<file path="src/rtl/fpga_pwr_seq_pkg.sv">
`default_nettype none
// ============================================================================
// Module      : fpga_pwr_seq_pkg
// Description : Shared types and constants for the FPGA power/reset sequencer:
//               state encoding, reset-cause bit positions, clock-valid value
//               and counter sizing helpers.
// Revision    : 1.0 - initial release
// ============================================================================
package fpga_pwr_seq_pkg;

   // One-hot state encoding; any illegal pattern falls back to ST_WAIT_LOCK.
   typedef enum logic [4:0] {
      ST_WAIT_LOCK = 5'b00001,
      ST_STRETCH   = 5'b00010,
      ST_AON       = 5'b00100,
      ST_MAIN      = 5'b01000,
      ST_RUN       = 5'b10000
   } pwr_seq_state_e;

   // Bit positions inside rst_cause_o.
   localparam int CauseLockLoss = 0;
   localparam int CauseButton   = 1;
   localparam int CauseJtag     = 2;

   // {usb, io, core, slow} all valid.
   localparam logic [3:0] ClkValAll = 4'hF;

   // Bits needed to hold values 0 .. n-1, never less than one bit.
   function automatic int cnt_width(input int n);
      return (n > 1) ? $clog2(n) : 1;
   endfunction

   function automatic int max3(input int a, input int b, input int c);
      int m;
      m = (a > b) ? a : b;
      return (m > c) ? m : c;
   endfunction

endpackage
`default_nettype wire

</file>
<file path="src/rtl/fpga_pwr_seq_if.sv">
`default_nettype none
// ============================================================================
// Module      : fpga_pwr_seq_if
// Description : Board-side inputs and emulated AST power outputs of the FPGA
//               power/reset sequencer. The master modport is the sequencer,
//               the slave modport is the board / SoC side.
// Revision    : 1.0 - initial release
// ============================================================================
interface fpga_pwr_seq_if;
   import fpga_pwr_seq_pkg::*;

   logic                 pll_locked_i;
   logic                 btn_rst_ni;
   logic                 jtag_srst_ni;
   logic                 aon_pok_o;
   logic                 main_pok_o;
   logic [3:0]           clk_val_o;
   logic                 sys_rst_no;
   logic [CauseJtag:0]   rst_cause_o;
   logic                 lock_timeout_o;

   modport master (
      input  pll_locked_i,
      input  btn_rst_ni,
      input  jtag_srst_ni,
      output aon_pok_o,
      output main_pok_o,
      output clk_val_o,
      output sys_rst_no,
      output rst_cause_o,
      output lock_timeout_o
   );

   modport slave (
      output pll_locked_i,
      output btn_rst_ni,
      output jtag_srst_ni,
      input  aon_pok_o,
      input  main_pok_o,
      input  clk_val_o,
      input  sys_rst_no,
      input  rst_cause_o,
      input  lock_timeout_o
   );

endinterface
`default_nettype wire

</file>
<file path="src/rtl/fpga_pwr_seq_debounce.sv">
`default_nettype none
// ============================================================================
// Module      : fpga_pwr_seq_debounce
// Description : Synchronizer chain plus debounce filter for the board reset
//               button. The stable value starts at 0 (pressed) so the system
//               is held in reset until a release has been seen long enough.
// Revision    : 1.0 - initial release
// ============================================================================
module fpga_pwr_seq_debounce
   import fpga_pwr_seq_pkg::*;
#(
   parameter int SYNC_STAGES     = 2,
   parameter int DEBOUNCE_CYCLES = 50000,
   parameter int CNT_W           = cnt_width(DEBOUNCE_CYCLES)
) (
   input  wire logic clk_i,
   input  wire logic rst_i,
   input  wire logic raw_i,
   output logic      db_o
);

   localparam logic [CNT_W-1:0] c_LAST = CNT_W'(DEBOUNCE_CYCLES - 1);

   logic [SYNC_STAGES-1:0] r_sync;
   logic [CNT_W-1:0]       r_cnt;
   logic                   r_stable;
   logic                   w_sample;

   assign w_sample = r_sync[SYNC_STAGES-1];

   // Bring the asynchronous button into the clock domain.
   always_ff @(posedge clk_i) begin
      if (rst_i) begin
         r_sync <= '0;
      end else begin
         r_sync <= {r_sync[SYNC_STAGES-2:0], raw_i};
      end
   end

   // Accept a new level only after it has differed from the stable value for
   // DEBOUNCE_CYCLES consecutive cycles; any return to the old level restarts.
   always_ff @(posedge clk_i) begin
      if (rst_i) begin
         r_cnt    <= '0;
         r_stable <= 1'b0;
      end else if (w_sample == r_stable) begin
         r_cnt <= '0;
      end else if (r_cnt == c_LAST) begin
         r_stable <= w_sample;
         r_cnt    <= '0;
      end else if (r_cnt != '1) begin
         r_cnt <= r_cnt + 1'b1;
      end
   end

   assign db_o = r_stable;

endmodule
`default_nettype wire

</file>
<file path="src/rtl/fpga_pwr_seq.sv">
`default_nettype none
// ============================================================================
// Module      : fpga_pwr_seq
// Description : FPGA power/reset sequencer. Waits for PLL lock, a debounced
//               button release and JTAG reset deassertion, then raises
//               aon_pok, main_pok/clk_val and finally releases sys_rst_no.
//               Any fault drops all power outputs on the next clock edge.
//               Optional feature macro: PWR_SEQ_LOCK_TIMEOUT_EN adds a sticky
//               PLL lock-timeout flag on lock_timeout_o.
// Revision    : 1.0 - initial release
// ============================================================================
module fpga_pwr_seq
   import fpga_pwr_seq_pkg::*;
#(
   parameter int SYNC_STAGES         = 2,
   parameter int DEBOUNCE_CYCLES     = 50000,
   parameter int STRETCH_CYCLES      = 256,
   parameter int AON_TO_MAIN_CYCLES  = 16,
   parameter int LOCK_TIMEOUT_CYCLES = 1000000
) (
   input  wire logic        clk_i,
   input  wire logic        rst_i,
   fpga_pwr_seq_if.master   pwr
);

   localparam int c_CNT_W =
      cnt_width(max3(DEBOUNCE_CYCLES, STRETCH_CYCLES, AON_TO_MAIN_CYCLES));
   localparam logic [c_CNT_W-1:0] c_STRETCH_LAST = c_CNT_W'(STRETCH_CYCLES - 1);
   localparam logic [c_CNT_W-1:0] c_GAP_LAST     = c_CNT_W'(AON_TO_MAIN_CYCLES - 1);

   logic [SYNC_STAGES-1:0] r_lock_sync;
   logic [SYNC_STAGES-1:0] r_jtag_sync;
   logic                   w_lock_s;
   logic                   w_jtag_s;
   logic                   w_btn_db;
   logic [CauseJtag:0]     w_fault_vec;
   logic                   w_fault;

   pwr_seq_state_e         r_state;
   pwr_seq_state_e         w_state_nxt;
   logic [c_CNT_W-1:0]     r_cnt;
   logic [c_CNT_W-1:0]     w_cnt_nxt;
   logic                   w_cause_load;
   logic [CauseJtag:0]     r_rst_cause;

   logic                   w_aon_pok;
   logic                   w_main_pok;
   logic [3:0]             w_clk_val;
   logic                   w_sys_rst_n;

   // Lock and JTAG reset are level signals that need no filtering.
   always_ff @(posedge clk_i) begin
      if (rst_i) begin
         r_lock_sync <= '0;
         r_jtag_sync <= '0;
      end else begin
         r_lock_sync <= {r_lock_sync[SYNC_STAGES-2:0], pwr.pll_locked_i};
         r_jtag_sync <= {r_jtag_sync[SYNC_STAGES-2:0], pwr.jtag_srst_ni};
      end
   end

   assign w_lock_s = r_lock_sync[SYNC_STAGES-1];
   assign w_jtag_s = r_jtag_sync[SYNC_STAGES-1];

   fpga_pwr_seq_debounce #(
      .SYNC_STAGES     (SYNC_STAGES),
      .DEBOUNCE_CYCLES (DEBOUNCE_CYCLES),
      .CNT_W           (c_CNT_W)
   ) u_btn_debounce (
      .clk_i (clk_i),
      .rst_i (rst_i),
      .raw_i (pwr.btn_rst_ni),
      .db_o  (w_btn_db)
   );

   assign w_fault_vec[CauseLockLoss] = ~w_lock_s;
   assign w_fault_vec[CauseButton]   = ~w_btn_db;
   assign w_fault_vec[CauseJtag]     = ~w_jtag_s;
   assign w_fault                    = |w_fault_vec;

   // State and sequencing counter registers.
   always_ff @(posedge clk_i) begin
      if (rst_i) begin
         r_state <= ST_WAIT_LOCK;
         r_cnt   <= '0;
      end else begin
         r_state <= w_state_nxt;
         r_cnt   <= w_cnt_nxt;
      end
   end

   // Next-state logic: every active state tears down to ST_WAIT_LOCK on fault;
   // only a fault out of RUN is recorded as a reset cause.
   always_comb begin
      w_state_nxt  = r_state;
      w_cnt_nxt    = r_cnt;
      w_cause_load = 1'b0;
      case (r_state)
         ST_WAIT_LOCK: begin
            w_cnt_nxt = '0;
            if (!w_fault) begin
               w_state_nxt = ST_STRETCH;
            end
         end
         ST_STRETCH: begin
            if (w_fault) begin
               w_state_nxt = ST_WAIT_LOCK;
               w_cnt_nxt   = '0;
            end else if (r_cnt == c_STRETCH_LAST) begin
               w_state_nxt = ST_AON;
               w_cnt_nxt   = '0;
            end else if (r_cnt != '1) begin
               w_cnt_nxt = r_cnt + 1'b1;
            end
         end
         ST_AON: begin
            if (w_fault) begin
               w_state_nxt = ST_WAIT_LOCK;
               w_cnt_nxt   = '0;
            end else if (r_cnt == c_GAP_LAST) begin
               w_state_nxt = ST_MAIN;
               w_cnt_nxt   = '0;
            end else if (r_cnt != '1) begin
               w_cnt_nxt = r_cnt + 1'b1;
            end
         end
         ST_MAIN: begin
            if (w_fault) begin
               w_state_nxt = ST_WAIT_LOCK;
               w_cnt_nxt   = '0;
            end else if (r_cnt == c_GAP_LAST) begin
               w_state_nxt = ST_RUN;
               w_cnt_nxt   = '0;
            end else if (r_cnt != '1) begin
               w_cnt_nxt = r_cnt + 1'b1;
            end
         end
         ST_RUN: begin
            w_cnt_nxt = '0;
            if (w_fault) begin
               w_state_nxt  = ST_WAIT_LOCK;
               w_cause_load = 1'b1;
            end
         end
         default: begin
            w_state_nxt = ST_WAIT_LOCK;
            w_cnt_nxt   = '0;
         end
      endcase
   end

   // Capture which conditions knocked the system out of RUN.
   always_ff @(posedge clk_i) begin
      if (rst_i) begin
         r_rst_cause <= '0;
      end else if (w_cause_load) begin
         r_rst_cause <= w_fault_vec;
      end
   end

   // Moore output decode straight from the state register.
   always_comb begin
      w_aon_pok   = 1'b0;
      w_main_pok  = 1'b0;
      w_clk_val   = '0;
      w_sys_rst_n = 1'b0;
      case (r_state)
         ST_AON: begin
            w_aon_pok = 1'b1;
         end
         ST_MAIN: begin
            w_aon_pok  = 1'b1;
            w_main_pok = 1'b1;
            w_clk_val  = ClkValAll;
         end
         ST_RUN: begin
            w_aon_pok   = 1'b1;
            w_main_pok  = 1'b1;
            w_clk_val   = ClkValAll;
            w_sys_rst_n = 1'b1;
         end
         default: begin
         end
      endcase
   end

   assign pwr.aon_pok_o   = w_aon_pok;
   assign pwr.main_pok_o  = w_main_pok;
   assign pwr.clk_val_o   = w_clk_val;
   assign pwr.sys_rst_no  = w_sys_rst_n;
   assign pwr.rst_cause_o = r_rst_cause;

`ifdef PWR_SEQ_LOCK_TIMEOUT_EN
   localparam int c_TO_W = cnt_width(LOCK_TIMEOUT_CYCLES);
   localparam logic [c_TO_W-1:0] c_TO_LAST = c_TO_W'(LOCK_TIMEOUT_CYCLES - 1);

   logic [c_TO_W-1:0] r_to_cnt;
   logic              r_lock_timeout;

   // Time how long the PLL stays unlocked while waiting; the flag is sticky.
   always_ff @(posedge clk_i) begin
      if (rst_i) begin
         r_to_cnt       <= '0;
         r_lock_timeout <= 1'b0;
      end else if ((r_state == ST_WAIT_LOCK) && !w_lock_s) begin
         if (r_to_cnt == c_TO_LAST) begin
            r_lock_timeout <= 1'b1;
         end else begin
            r_to_cnt <= r_to_cnt + 1'b1;
         end
      end else begin
         r_to_cnt <= '0;
      end
   end

   assign pwr.lock_timeout_o = r_lock_timeout;
`else
   logic w_unused_lock_timeout_cfg;
   assign w_unused_lock_timeout_cfg = (LOCK_TIMEOUT_CYCLES > 0);
   assign pwr.lock_timeout_o        = 1'b0;
`endif

endmodule
`default_nettype wire

</file>
<file path="src/flat_wrapper.sv">
// flat-port wrapper written by rule: the top's interface ports become plain ports
module fpga_pwr_seq_flat import fpga_pwr_seq_pkg::*;
#(
   parameter int SYNC_STAGES         = 2,
   parameter int DEBOUNCE_CYCLES     = 50000,
   parameter int STRETCH_CYCLES      = 256,
   parameter int AON_TO_MAIN_CYCLES  = 16,
   parameter int LOCK_TIMEOUT_CYCLES = 1000000
)
  (clk_i, rst_i, pwr_pll_locked_i, pwr_btn_rst_ni, pwr_jtag_srst_ni, pwr_aon_pok_o, pwr_main_pok_o, pwr_clk_val_o, pwr_sys_rst_no, pwr_rst_cause_o, pwr_lock_timeout_o);
  fpga_pwr_seq_if pwr_i ();
  input  wire logic clk_i;
  input  wire logic rst_i;
  input wire logic [$bits(pwr_i.pll_locked_i)-1:0] pwr_pll_locked_i;
  input wire logic [$bits(pwr_i.btn_rst_ni)-1:0] pwr_btn_rst_ni;
  input wire logic [$bits(pwr_i.jtag_srst_ni)-1:0] pwr_jtag_srst_ni;
  output wire logic [$bits(pwr_i.aon_pok_o)-1:0] pwr_aon_pok_o;
  output wire logic [$bits(pwr_i.main_pok_o)-1:0] pwr_main_pok_o;
  output wire logic [$bits(pwr_i.clk_val_o)-1:0] pwr_clk_val_o;
  output wire logic [$bits(pwr_i.sys_rst_no)-1:0] pwr_sys_rst_no;
  output wire logic [$bits(pwr_i.rst_cause_o)-1:0] pwr_rst_cause_o;
  output wire logic [$bits(pwr_i.lock_timeout_o)-1:0] pwr_lock_timeout_o;
  assign pwr_i.pll_locked_i = pwr_pll_locked_i;
  assign pwr_i.btn_rst_ni = pwr_btn_rst_ni;
  assign pwr_i.jtag_srst_ni = pwr_jtag_srst_ni;
  assign pwr_aon_pok_o = pwr_i.aon_pok_o;
  assign pwr_main_pok_o = pwr_i.main_pok_o;
  assign pwr_clk_val_o = pwr_i.clk_val_o;
  assign pwr_sys_rst_no = pwr_i.sys_rst_no;
  assign pwr_rst_cause_o = pwr_i.rst_cause_o;
  assign pwr_lock_timeout_o = pwr_i.lock_timeout_o;
  fpga_pwr_seq #(.SYNC_STAGES(SYNC_STAGES), .DEBOUNCE_CYCLES(DEBOUNCE_CYCLES), .STRETCH_CYCLES(STRETCH_CYCLES), .AON_TO_MAIN_CYCLES(AON_TO_MAIN_CYCLES), .LOCK_TIMEOUT_CYCLES(LOCK_TIMEOUT_CYCLES)) u_core (.clk_i(clk_i), .rst_i(rst_i), .pwr(pwr_i));
endmodule
</file>
<file path="config.mk">
export PLATFORM = sky130hd
export DESIGN_NAME = fpga_pwr_seq_flat
export DESIGN_NICKNAME = d
export VERILOG_FILES = /design/src/rtl/fpga_pwr_seq_pkg.sv /design/src/rtl/fpga_pwr_seq_if.sv /design/src/rtl/fpga_pwr_seq_debounce.sv /design/src/rtl/fpga_pwr_seq.sv /design/src/flat_wrapper.sv
export SDC_FILE = /design/constraint.sdc
export NUM_CORES = 1
export LEC_CHECK = 0
export BUFFER_PORTS_ARGS = -buffer_cell sky130_fd_sc_hd__buf_4
export CAP_MARGIN = 20
export CORE_MARGIN = 8
export CORE_UTILIZATION = 54
export CTS_CLUSTER_DIAMETER = 200
export CTS_CLUSTER_SIZE = 28
export DETAILED_ROUTE_END_ITERATION = 7
export GPL_TIMING_DRIVEN = 0
export PLACE_DENSITY = 0.75
export SYNTH_ARGS = -nofsm -noshare
export SYNTH_HDL_FRONTEND = slang
export SYNTH_HIERARCHICAL = 1
export SYNTH_SLANG_ARGS = --single-unit
export TNS_END_PERCENT = 100
</file>
<file path="constraint.sdc">
create_clock -name clk_i -period 1.65 [get_ports clk_i]
set_clock_uncertainty 0.05 [all_clocks]
set_input_delay 0.0825 -clock clk_i [delete_from_list [all_inputs] [get_ports clk_i]]
set_output_delay 0.0825 -clock clk_i [all_outputs]
set_load 0.01 [all_outputs]
</file>
==> key figures, run 1 <==
Status
  • Status: finished with violations
  • Failing checks: negative setup slack

Clock tree
  • Sink Count: 47
  • Clock Tree Root: clkbuf_8
  • CTS tree: built
  • Worst skew pair latency: 0.30 ns
  • Clock-pin transition on the worst setup and hold timing paths: 0.09 ns
  • Clk buf depth: 2
  • Num CTS Buffers: 5
  • CTS HTree Levels: 2

Hold path
  • Hold Path Class: reg -> reg

Drt
  • Initial DRC count: 128
  • Drt pass-1 iters: 4
  • Routed wire per std cell: 15.86 um
  • DRC: 0
  • DR vias/cell: 5.955
  • Vias: 2239
  • Post-route antenna net violation count: 0
  • Routed WL: 5962 um

Global route
  • Vias in the first global route: 2109
  • Overflow left after global routing: 0
  • Largest net degree at the start of global routing: 15
  • First-pass GRT wire length: 9825 um
  • GRT Util Overall: 0.1822
  • Initial antenna violation count: 0

Logic synthesis
  • Yosys cell types: 53
  • Syn Area/Cell: 8.681 um^2
  • Post-synth EDFFs: 0
  • Synth warnings: 6
  • Post-synth top area share: 0.3956
  • Post-Syn Area: 2379 um^2
  • Synth Register Bits: 47
  • Post-synth net total: 281
  • Synth area leader: dfxtp_1
  • Synth async-reset ratio: 0
  • Area contributors post-synth: dfxtp_1 40%, nor2_1 5.5%, nand3_1 3.8%
  • Post-synthesis sequential area ratio: 0.3956
  • Post-Synthesis Cells: 274
  • Main synth FF type: dfxtp_1

STA
  • Endpoints failing setup: 25
  • Post-layout min period: 1.776 ns
  • Max Slew Vio Count: 0
  • Final setup margin: -0.1265 ns
  • Final Hold Viols: 0
  • Final period util: 1.077
  • Maximum clock rate: 0.5629 GHz
  • RSZ-0062 raised after global routing: yes

Setup path
  • Startpoint types: flop
  • Crit path DAT: 1.95 ns
  • Crit-path max FO: 6
  • Crit Path Class: reg -> reg
  • Crit end category: flop
  • Worst EP required: 1.82 ns

Cells and area
  • Storage cell area: 996.0 um^2
  • Post-Route Utilization: 0.7526
  • Multi-input logic area: 1539 um^2
  • Most common cell after layout, fill and taps aside: buf_4
  • Ant diodes: 0
  • Total Nets Final: 330
  • Commonest non-fill, non-tap cells in the layout: 40 x buf_4, 32 x nor2_1, 23 x dfxtp_1
  • Area growth, synth to finish: 35.88%
  • Fillers: 287
  • Share of post-route cells with drive strength above 1: 0.3981

Placement
  • Port bufs: 14
  • Post-DP HPWL: 3307 um
  • GPL Wtd Cong: 0.8592

Power and ir drop
  • Switching power: 0.4205 mW
  • Max VDD drop: 0.0006794 V
  • Clock power share: 0.426
  • Total Power: 2.064 mW
  • Sequential Power Share: 0.548
  • Switch share: 0.2037
  • Pwr/cell area: 638.7 nW/um^2
  • Comb power frac: 0.026
  • Leakage: 1.164 nW
  • Internal power: 1.644 mW

Die
  • I/O Pins: 16
  • Die W: 82.37 um
  • DIE HEIGHT: 82.37 um
  • Core box area: 4294 um^2
  • Die area: 6784 um^2
  • Initial Util: 0.5539
  • Site row count: 24

Run
  • Max-cap violations: 0
==> kinds of logic (layout without fill, tap and decap cells) <==
kind of cell	after synthesis	after routing	synth area share
XOR/XNOR	11	11	0.04051
other	1	1	0.001577
flip-flops	47	47	0.3956
adder cells (fa/ha/maj)	2	2	0.01052
AO/OA/AOI/OAI	45	45	0.1289
buffers and inverters	21	71	0.05681
multiplexers	9	9	0.03840
AND/OR/NAND/NOR	138	138	0.3277
==> cell type report <==
type,instances,share of cell area
inverters,7,0.008904
clock buffers,6,0.02555
plain buffers,11,0.02942
clock inverters,2,0.01084
well taps,52,0.02013
multi-input cells,206,0.4762
repair buffers,45,0.1208
flip-flops and latches,47,0.3082
==> per-stage QoR <==
| stage | setup TNS (ns) | hold WS, ns | cell area, um^2 | setup slack (ns) | std cells |
|---|---|---|---|---|---|
| 2_1_floorplan | -0.2172 | 0.1041 | 2410 | -0.02550 | 274 |
| 3_3_place_gp | -4.853 | 0.2437 | 2580 | -0.2179 | 340 |
| 3_5_place_dp | -5.275 | 0.2498 | 2580 | -0.2184 | 340 |
| 4_1_cts | -1.484 | 0.4009 | 3043 | -0.1178 | 367 |
| 5_1_grt | -4.788 | 0.4134 | 3232 | -0.1897 | 376 |
| 6_report | -2.031 | 0.3983 | 3232 | -0.1265 | 376 |
==> cell usage after synthesis, types with 4 or more instances <==
cell,number
a211oi_1,8
a21oi_1,16
and3_1,6
buf_4,6
buf_6,4
dfxtp_1,47
inv_1,7
mux2i_1,8
nand2_1,17
nand3_1,18
nand4_1,8
nor2_1,35
nor2b_1,7
nor3_1,9
nor4_1,8
o31ai_1,4
or3_1,4
or4_1,4
xnor2_1,8
==> power groups by stage <==
stage / sequential (mW) / combinational (mW) / clock [mW]
floorplan: 1.17 / 0.0227 / 0
CTS: 1.14 / 0.0491 / 0.893
finish: 1.13 / 0.0527 / 0.880
detailed placement: 1.17 / 0.0362 / 0
global placement: 1.17 / 0.0356 / 0
global route: 1.13 / 0.0573 / 0.945
==> metal layers <==
metal / up-vias / wire length (um) / global-route usage
li1: 1100 / - / -
met1: 1083 / 2568 / 0.2227
met2: 48 / 3110 / 0.3046
met3: 8 / 178 / 0.03680
met4: 0 / 104 / 0.07544
met5: - / 0 / 0
==> state kept, by name, indices dropped and copies added, names as in the netlist <==
name and cells:
u_core/r_jtag_sync 2, u_core/r_lock_sync 2, u_core/u_btn_debounce/r_cnt 16, u_core/u_btn_debounce/r_sync 2, u_core/r_state 5, u_core/pwr.rst_cause_o 3
u_core/u_btn_debounce/db_o 1, u_core/r_cnt 16
==> worst paths after layout <==
kind                              start               endpoint  slack [ns]  cells after the start
setup / recovery      u_core/r_state[3]      u_core/r_state[2]       -0.13                      7
hold / removal    u_core/r_lock_sync[0]  u_core/r_lock_sync[1]        0.40                      1
setup reg to reg      u_core/r_state[3]      u_core/r_state[2]       -0.13                      7
hold reg to reg   u_core/r_lock_sync[0]  u_core/r_lock_sync[1]        0.40                      1
==> critical path, stage by stage (launching register included) <==
cell	delay (ns)
dfxtp_4	0.40
nand2b_4	0.15
or4_4	0.45
inv_4	0.09
buf_4	0.11
nand2_2	0.07
o2111ai_4	0.13
mux2i_1	0.25
==> what timing repair did <==
action / in CTS / in global routing
gates cloned: 1 / 1
endpoints found under the setup margin: 45 / 42
pin swaps: 11 / 16
hold buffers: 4 / 0
endpoints found under the hold margin: 5 / 0
gates resized for setup: 50 / 32
buffers inserted: 17 / 9
(Power assumes the default switching activity.)
==> inputs of run 2 (changes only) <==
--- a/config.mk
+++ b/config.mk
@@ -8,12 +8,11 @@
 export BUFFER_PORTS_ARGS = -buffer_cell sky130_fd_sc_hd__buf_4
 export CAP_MARGIN = 20
 export CORE_MARGIN = 8
-export CORE_UTILIZATION = 54
+export CORE_UTILIZATION = 37
 export CTS_CLUSTER_DIAMETER = 200
 export CTS_CLUSTER_SIZE = 28
 export DETAILED_ROUTE_END_ITERATION = 7
 export GPL_TIMING_DRIVEN = 0
-export PLACE_DENSITY = 0.75
 export SYNTH_ARGS = -nofsm -noshare
 export SYNTH_HDL_FRONTEND = slang
 export SYNTH_HIERARCHICAL = 1
==> key figures, run 2 (same netlist as run 1, synthesis figures left out) <==
Cells and area
  • Biggest regs: u_core/r_cnt x16, u_core/u_btn_debounce/r_cnt x16, u_core/r_state x5
  • Ant diodes: 0
  • Commonest non-fill, non-tap cells in the layout: 40 x buf_4, 30 x nor2_1, 19 x dfxtp_2
  • Final std cells w/o fill: 403
  • Storage cell area: 1002 um^2
  • Design area: 3412 um^2
  • Share of post-route cells with drive strength above 1: 0.4877
  • Area growth, synth to finish: 43.45%
  • Multi-input logic area: 1670 um^2
  • Total Nets Final: 332
  • Fillers: 557
  • Most common cell after layout, fill and taps aside: buf_4

Setup path
  • Crit path DAT: 1.66 ns
  • Startpoint types: flop
  • Crit Path Class: reg -> out
  • Crit end category: primary output
  • Worst EP required: 1.52 ns
  • Crit-path max FO: 8

STA
  • RSZ-0062 raised after global routing: yes
  • Final Hold Viols: 0
  • Final setup margin: -0.1474 ns
  • Max Slew Vio Count: 0
  • Final period util: 1.089
  • Endpoints failing setup: 22
  • Post-layout min period: 1.797 ns
  • Maximum clock rate: 0.5564 GHz
  • Total negative slack: -1.798 ns

Placement
  • Placed Instances: 365
  • Placed instance area: 2611 um^2
  • Post-DP HPWL: 3607 um
  • Dpl ws: -0.2576 ns
  • Port bufs: 14
  • GPL Wtd Cong: 0.8230

Power and ir drop
  • Pwr/cell area: 573.6 nW/um^2
  • Leakage: 1.185 nW
  • Max VDD drop: 0.0003838 V

Clock tree
  • Worst skew pair latency: 0.30 ns
  • Clock Tree Root: clkbuf_8
  • Sink Count: 47
  • CTS tree: built
  • CTS HTree Levels: 2
  • Clk buf depth: 2
  • Num CTS Buffers: 5
  • Clock-pin transition on the worst setup and hold timing paths: 0.09 ns

Die
  • I/O Pins: 16
  • Site row count: 29
  • Core box area: 6277 um^2
  • Die W: 96.18 um
  • DIE HEIGHT: 96.18 um
  • Die area: 9250 um^2
  • Initial Util: 0.3789

Global route
  • Initial antenna violation count: 0
  • Overflow left after global routing: 0
  • GRT Util Overall: 0.1266
  • Largest net degree at the start of global routing: 14
  • Vias in the first global route: 2093
  • First-pass GRT wire length: 9535 um

Drt
  • Initial DRC count: 79
  • Met2 Wirelength: 3017 um
  • Drt pass-1 iters: 4
  • Routed wire per std cell: 14.91 um
  • Met3 routed wirelength: 188 um
  • Post-route antenna net violation count: 0
  • Vias: 2200
  • WL met1: 2743 um
  • Routed WL: 6010 um
  • DR vias/cell: 5.459
  • DRC: 0
  • Uppermost layer routed: met4

Run
  • Max-cap violations: 0

Hold path
  • Hold Path Class: reg -> reg

Status
  • Failing checks: negative setup slack
  • Status: finished with violations
==> run 2: worst max-delay path: stages (launching register included) <==
cell	delay, ns
dfxtp_4	0.40
nand2b_4	0.15
or4_4	0.52
inv_4	0.10
or2_4	0.11
buf_6	0.09
==> run 2: final timing paths <==
path | startpoint | end | slack, ns | cells past startpoint
worst max-delay path | u_core/r_state[3] | pwr_aon_pok_o | -0.15 | 5
worst min-delay path | u_core/u_btn_debounce/r_sync[0] | u_core/u_btn_debounce/r_sync[1] | 0.39 | 1
worst max register to register | u_core/r_state[2] | u_core/r_cnt[10] | -0.14 | 6
worst min register to register | u_core/u_btn_debounce/r_sync[0] | u_core/u_btn_debounce/r_sync[1] | 0.39 | 1
==> run 2: area by class of cell <==
type | count | area share
Buffer | 11 | 0.02860
Timing Repair Buffer | 47 | 0.1221
Inverter | 7 | 0.008434
Tap cell | 77 | 0.02824
Multi-Input combinational cell | 206 | 0.4895
Sequential cell | 47 | 0.2937
Clock buffer | 8 | 0.02934
==> run 2: routing by layer <==
layer  vias to the layer above  GRT usage
met5                         -          0
met4                         0    0.04609
met3                         5    0.02964
met2                        34     0.2049
met1                      1067     0.1598
li1                       1094          -
==> run 2: what timing repair did <==
item                                    4_1_cts  5_1_grt
buffers inserted                             17       10
hold endpoints to repair                      5        0
hold buffers                                  4        0
gates resized for setup                      49       76
endpoints found under the setup margin       43       43
pin swaps                                    12       30
gates cloned                                  2        0
==> run 2: stage by stage <==
step                      hold WS, ns  power, mW    util
after floorplan                0.1041      1.195       -
after global placement         0.2418      1.210  0.4160
after detailed placement       0.2586      1.210  0.4160
after CTS                      0.3983      1.981  0.4867
after global routing           0.4217      2.028  0.5436
final                          0.3941      1.957  0.5436
==> run 2: power breakdown <==
part | total [mW] | internal, mW | leakage, nW | switching (mW)
Sequential | 1.13 | 1.13 | 0.397 | 0.00615
Combinational | 0.0510 | 0.0267 | 0.736 | 0.0244
Clock | 0.775 | 0.383 | 0.0515 | 0.392
